File: src/rtl/skew_pkg.sv
// Shared types and sizing helpers for the skewed A-side tile loader.
package skew_pkg;

    typedef enum logic [1:0] {
        IDLE   = 2'd0,
        READY  = 2'd1,
        STREAM = 2'd2
    } state_e;

    // Number of diagonal steps needed to drain a rows x k tile.
    function automatic int steps(input int rows, input int k);
        return k + rows - 1;
    endfunction

endpackage

File: src/rtl/skew_row_buf.sv
// One tile row: K operand registers written together, read back by a
// signed column index that yields zero (and no hit) when out of range.
module skew_row_buf
    import skew_pkg::*;
#(
    parameter int BITS = 8,
    parameter int K    = 8,
    parameter int IW   = 5
) (
    input  logic                   clk,
    input  logic                   wr_en_i,
    input  logic [K-1:0][BITS-1:0] wr_data_i,
    input  logic [IW-1:0]          rd_idx_i,
    output logic [BITS-1:0]        rd_data_o,
    output logic                   rd_hit_o
);

    logic [BITS-1:0] mem_q [K];

    always_ff @(posedge clk) begin
        if (wr_en_i) begin
            for (int c = 0; c < K; c++) begin
                mem_q[c] <= wr_data_i[c];
            end
        end
    end

    // Negative indices never match: their sign bit is set, every column's is clear.
    always_comb begin
        rd_data_o = '0;
        rd_hit_o  = 1'b0;
        for (int c = 0; c < K; c++) begin
            if (rd_idx_i == IW'(c)) begin
                rd_data_o = mem_q[c];
                rd_hit_o  = 1'b1;
            end
        end
    end

endmodule

File: src/rtl/skew_tile_loader.sv
// Loads a ROWS x K operand tile row by row, then streams it diagonally
// skewed (lane r delayed r steps) into the west edge of the systolic array.
module skew_tile_loader
    import skew_pkg::*;
#(
    parameter int BITS = 8,
    parameter int ROWS = 8,
    parameter int K    = 8,
    localparam int RW  = (ROWS > 1) ? $clog2(ROWS) : 1
) (
    input  logic                      clk,
    input  logic                      rst_n,
    input  logic                      wr_en_i,
    input  logic [RW-1:0]             wr_row_i,
    input  logic [K-1:0][BITS-1:0]    wr_data_i,
    input  logic                      start_i,
    input  logic                      en_i,
    output logic                      ready_o,
    output logic                      busy_o,
    output logic [ROWS-1:0][BITS-1:0] aout_o,
    output logic [ROWS-1:0]           aout_vld_o,
    output logic                      done_o,
    output logic                      err_o
);

    localparam int S  = steps(ROWS, K);
    localparam int CW = $clog2(S + 1);
    localparam int IW = CW + 1;
    localparam logic [CW-1:0] T_LAST = CW'(S - 1);
    localparam logic [RW:0]   ROWS_W = (RW + 1)'(ROWS);

    state_e                   state_q;
    logic [ROWS-1:0]          mask_q;
    logic [CW-1:0]            t_q;
    logic [ROWS-1:0][BITS-1:0] aout_q;
    logic [ROWS-1:0]          vld_q;
    logic                     done_q;
    logic                     err_q;

    logic                     row_ok;
    logic                     wr_ok;
    logic                     err_d;
    logic [ROWS-1:0]          mask_d;
    logic [ROWS-1:0][BITS-1:0] lane_data;
    logic [ROWS-1:0]          lane_hit;

    assign row_ok = ({1'b0, wr_row_i} < ROWS_W);
    assign wr_ok  = wr_en_i && row_ok && (state_q != STREAM);
    assign err_d  = (wr_en_i && (!row_ok || state_q == STREAM))
                  || (start_i && state_q == IDLE);

    genvar gi;
    generate
        for (gi = 0; gi < ROWS; gi++) begin : g_row
            logic          row_we;
            logic [IW-1:0] idx;

            assign row_we     = wr_ok && (wr_row_i == RW'(gi));
            assign mask_d[gi] = mask_q[gi] | row_we;
            // Lane gi reads column t - gi; the extra bit keeps negatives distinct.
            assign idx        = IW'(t_q) - IW'(gi);

            skew_row_buf #(
                .BITS (BITS),
                .K    (K),
                .IW   (IW)
            ) u_row_buf (
                .clk       (clk),
                .wr_en_i   (row_we),
                .wr_data_i (wr_data_i),
                .rd_idx_i  (idx),
                .rd_data_o (lane_data[gi]),
                .rd_hit_o  (lane_hit[gi])
            );
        end
    endgenerate

    always_ff @(posedge clk or negedge rst_n) begin
        if (!rst_n) begin
            state_q <= IDLE;
            mask_q  <= '0;
            t_q     <= '0;
            aout_q  <= '0;
            vld_q   <= '0;
            done_q  <= 1'b0;
            err_q   <= 1'b0;
        end else begin
            err_q  <= err_d;
            done_q <= 1'b0;
            case (state_q)
                IDLE: begin
                    mask_q <= mask_d;
                    aout_q <= '0;
                    vld_q  <= '0;
                    if (&mask_d) begin
                        state_q <= READY;
                    end
                end
                READY: begin
                    mask_q <= mask_d;
                    aout_q <= '0;
                    vld_q  <= '0;
                    if (start_i) begin
                        state_q <= STREAM;
                        t_q     <= '0;
                    end
                end
                STREAM: begin
                    if (en_i) begin
                        aout_q <= lane_data;
                        vld_q  <= lane_hit;
                        if (t_q == T_LAST) begin
                            done_q  <= 1'b1;
                            mask_q  <= '0;
                            state_q <= IDLE;
                            t_q     <= '0;
                        end else begin
                            t_q <= t_q + CW'(1);
                        end
                    end
                end
                default: state_q <= IDLE;
            endcase
        end
    end

    assign ready_o    = (state_q == READY);
    assign busy_o     = (state_q == STREAM);
    assign aout_o     = aout_q;
    assign aout_vld_o = vld_q;
    assign done_o     = done_q;
    assign err_o      = err_q;

endmodule
File: config.mk
export PLATFORM = sky130hd
export DESIGN_NAME = skew_tile_loader
export DESIGN_NICKNAME = d
export VERILOG_FILES = /design/src/rtl/skew_pkg.sv /design/src/rtl/skew_row_buf.sv /design/src/rtl/skew_tile_loader.sv
export SDC_FILE = /design/constraint.sdc
export NUM_CORES = 1
export LEC_CHECK = 0
export BUFFER_PORTS_ARGS = -buffer_cell sky130_fd_sc_hd__buf_2
export CAP_MARGIN = 20
export CELL_PAD_IN_SITES_DETAIL_PLACEMENT = 1
export CELL_PAD_IN_SITES_GLOBAL_PLACEMENT = 2
export CORE_ASPECT_RATIO = 1.1
export CORE_UTILIZATION = 44
export CTS_CLUSTER_SIZE = 16
export DETAILED_ROUTE_END_ITERATION = 6
export GPL_TIMING_DRIVEN = 0
export PLACE_DENSITY = 0.88
export SYNTH_ARGS = -nofsm -noshare
export SYNTH_HDL_FRONTEND = slang
export SYNTH_SLANG_ARGS = --single-unit
File: constraint.sdc
create_clock -name clk -period 6.75 [get_ports clk]
set_input_delay 1.35 -clock clk [delete_from_list [all_inputs] [get_ports clk]]
set_output_delay 1.35 -clock clk [all_outputs]
set_load 0.03 [all_outputs]
==> reports/summary.txt <==
status -> complete, no violations
DR WL/cell -> 34.2 um
sequential area share after synthesis -> 0.736
Final Cycle Share -> 0.665
final hold violations -> 0
Pint -> 6.66 mW
power share of the clock group -> 0.341
root buffer cell -> clkbuf_16
Initial Util -> 0.445
Filler cells -> 5,343
synth top area cells -> edfxtp_1, dfrtp_1, a21oi_1
final setup vio count -> 0
placed cell count -> 2,553
HPWL after DPL -> 64,900 um
Synth Flop Type -> edfxtp_1
dominant cell type by area after synthesis -> edfxtp_1
CP Max Fanout -> 12
Hold Slack -> 0.484 ns
CP peak stage delay -> 0.81 ns
first-pass GRT wire length -> 127,000 um
dpl cell area -> 26,100 um^2
YS warnings -> 0
Clock Sinks -> 600
Clk pin slew, worst setup/hold paths -> 0.06 ns
Sw Ratio -> 0.322
post-route minimum period -> 4.49 ns
Crit Reg-Reg Endpoint -> aout_o[44]
Rows -> 89
EDFF count, synth -> 512
CP Launch Type -> flip-flop
H-tree depth -> 2
TNS Setup -> 0 ns
GR Util All Layers -> 0.331
post-synth top area share -> 0.644
Synth top cells by count -> edfxtp_1, a21oi_1, nand2_1
LEAKAGE -> 9.75 nW
Worst Max-Slew Pin Slew -> 1.14 ns
flip-flop and latch area -> 17,600 um^2
Max Cap Viol -> 0
grt met2 use -> 0.521
unrepaired setup endpoints after global routing -> no
drt total wl -> 91,300 um
#FFs+latches synth -> 600
syn_nets -> 1,732
Crit Path Category -> reg2reg
Worst Hold End -> aout_o[62]
Nets -> 1,965
vias in the first global route -> 17,200
Cell variety after synth -> 73
Residual DRC -> 0
Worst Skew -> 0.0201 ns
GR Overflow Total -> 0
Max Slew Vio Count -> 0
CP endpoint kind -> flip-flop
global-route layer with the greatest usage -> met2
GR Layer Usage met3 -> 0.0675
Hold Crit Start -> aout_o[62]
Layout area overhead -> 17.4%
Synth Area per Inst -> 14.4 um^2
power per cell area -> 350 nW/um^2
Final Non-Filler Cells -> 2,670
Mapped Cells -> 1,655
Die Y -> 246 um
most common cell in the netlist -> edfxtp_1
DR vias -> 17,100
largest net degree at the start of global routing -> 54
Design Area, Final -> 28,000 um^2
Max Freq -> 223 MHz
Post-CTS Hold Buffers -> 0
num ports -> 148
iteration count of the initial detailed-routing pass -> 6
Core Footprint -> 53,700 um^2
Multi-input gate area -> 5840 um^2
Slowest cell on crit path -> a211oi_1
Hold Path Depth -> 2
final RePlAce weighted congestion -> 0.954
maximum VDD drop -> 0.194 mV
P_sw -> 3.16 mW
Post-CTS Setup Bufs -> 0
met1 usage -> 0.444
CP Data Required Time -> 7.30 ns
share of layout cells above drive strength 1 -> 0.184
CP Data Arrival Time -> 5.04 ns
most frequent cell on the critical path -> a211oi_1
synthesized cell area -> 23,900 um^2
Async SR Flop Fraction -> 0.147
Max transition margin -> 0.233
Initial DRC Count -> 2,589
crit path cell chain -> buf_4 > inv_2 > buf_1 > ha_1 > clkbuf_1 > nor3_1 > nor3_2 > a211oi_1 > a211oi_1 > a2111oi_0 > o21ai_1
CTS Buf Count -> 59
launch point of the worst reg-to-reg path -> t_q[1]
die area -> 55,200 um^2
hold crit path type -> reg2reg
Worst R2R Path Depth -> 11
ANT nets after route -> 0
share of power burned in registers -> 0.439
clk buf depth -> 3
initial antenna violation count -> 3
CTS resizes -> 0
Comb power frac -> 0.220
Worst-Skew Late Latency -> 0.64 ns
IO Port Bufs -> 145
r2r setup slk -> 2.26 ns
TritonCTS clock tree -> built
DR vias/cell -> 6.42
Chip Width -> 224 um
## final cells by class
| class | instances | area share |
|---|---|---|
| Clock inverter | 37 | 0.0133 |
| Clock buffer | 75 | 0.0559 |
| Multi-Input combinational cell | 932 | 0.208 |
| Buffer | 97 | 0.0155 |
| Timing Repair Buffer | 172 | 0.0438 |
| Sequential cell | 600 | 0.627 |
| Tap cell | 728 | 0.0325 |
| Inverter | 26 | 0.00348 |
| Antenna cell | 3 | 0.000268 |
## layout by cell type (no fill, tap or decap), types with 15 or more instances in the layout
| cell type | count |
|---|---|
| edfxtp_1 | 512 |
| buf_2 | 176 |
| a21oi_1 | 119 |
| nand2_1 | 118 |
| o21ai_0 | 107 |
| nor2_1 | 90 |
| nand3_1 | 90 |
| dfrtp_1 | 88 |
| clkbuf_1 | 67 |
| clkbuf_16 | 59 |
| o22ai_1 | 34 |
| a221oi_1 | 27 |
| inv_1 | 24 |
| nor3_1 | 23 |
| a31oi_1 | 22 |
| a22oi_1 | 20 |
| nor2b_1 | 19 |
| mux4_2 | 17 |
| o211ai_1 | 15 |
## worst max-delay path by stage
stage	to	start	slack [ns]
final	aout_o[44]	t_q[1]	2.26
after CTS	aout_o[44]	t_q[1]	2.43
after floorplan	g_row[6].u_row_buf.mem_q[0][0]	wr_row_i[1]	0.005
after global placement	g_row[6].u_row_buf.mem_q[0][16]	wr_row_i[1]	-1.94
after global routing	aout_o[44]	t_q[1]	2.21
after detailed placement	aout_o[44]	t_q[1]	2.46
## critical path: cells and delay by family, from the launching register on
kind	cells	cell delay [ns]
buf+inv	4	1.52
compound gates	4	1.31
simple gates	2	0.74
flops	1	0.52
fa+ha+maj	1	0.33
## kinds of logic (layout without fill, tap and decap cells)
| logic type | after synthesis | count (layout) | synth area share |
|---|---|---|---|
| and+or+nand+nor | 421 | 421 | 0.0852 |
| adders and majority gates | 5 | 5 | 0.00262 |
| other | 0 | 3 | 0 |
| AOI/OAI and AO/OA | 461 | 461 | 0.126 |
| buffers and inverters | 123 | 407 | 0.0223 |
| muxes | 40 | 40 | 0.0262 |
| xor gates and xnor gates | 5 | 5 | 0.00215 |
| DFF | 600 | 600 | 0.736 |
## flip-flops by register name, summed over array words and instances, names as in the netlist
| name | count |
|---|---|
| aout_o | 64 |
| t_q | 4 |
| err_o | 1 |
| state_q | 2 |
| mask_q | 8 |
| aout_vld_o | 8 |
| done_o | 1 |
| g_row.u_row_buf.mem_q | 512 |
## power by group through the flow
stage                     Clock (mW)  Sequential [mW]  Combinational, mW
after detailed placement           0             4.38               2.09
final                           3.35             4.31               2.16
after global placement             0             4.39               2.00
after CTS                       3.36             4.30               2.10
after floorplan                    0             4.47               1.03
after global routing            3.48             4.32               2.22
## per-stage QoR
| step | utilization | total power [mW] | setup WS, ns |
|---|---|---|---|
| after floorplan | - | 5.50 | 0.00453 |
| after global placement | 0.476 | 6.39 | -1.94 |
| after detailed placement | 0.486 | 6.47 | 2.46 |
| after CTS | 0.522 | 9.77 | 2.43 |
| after global routing | 0.522 | 10.0 | 2.21 |
| final | 0.522 | 9.82 | 2.26 |
## routing by layer
metal,part of all wire,up-vias
met1,0.38,8861
met4,0.049,6
met3,0.11,191
met5,0.00047,-
met2,0.46,1136
li1,-,6951
Power figures use the tool's default switching activity.
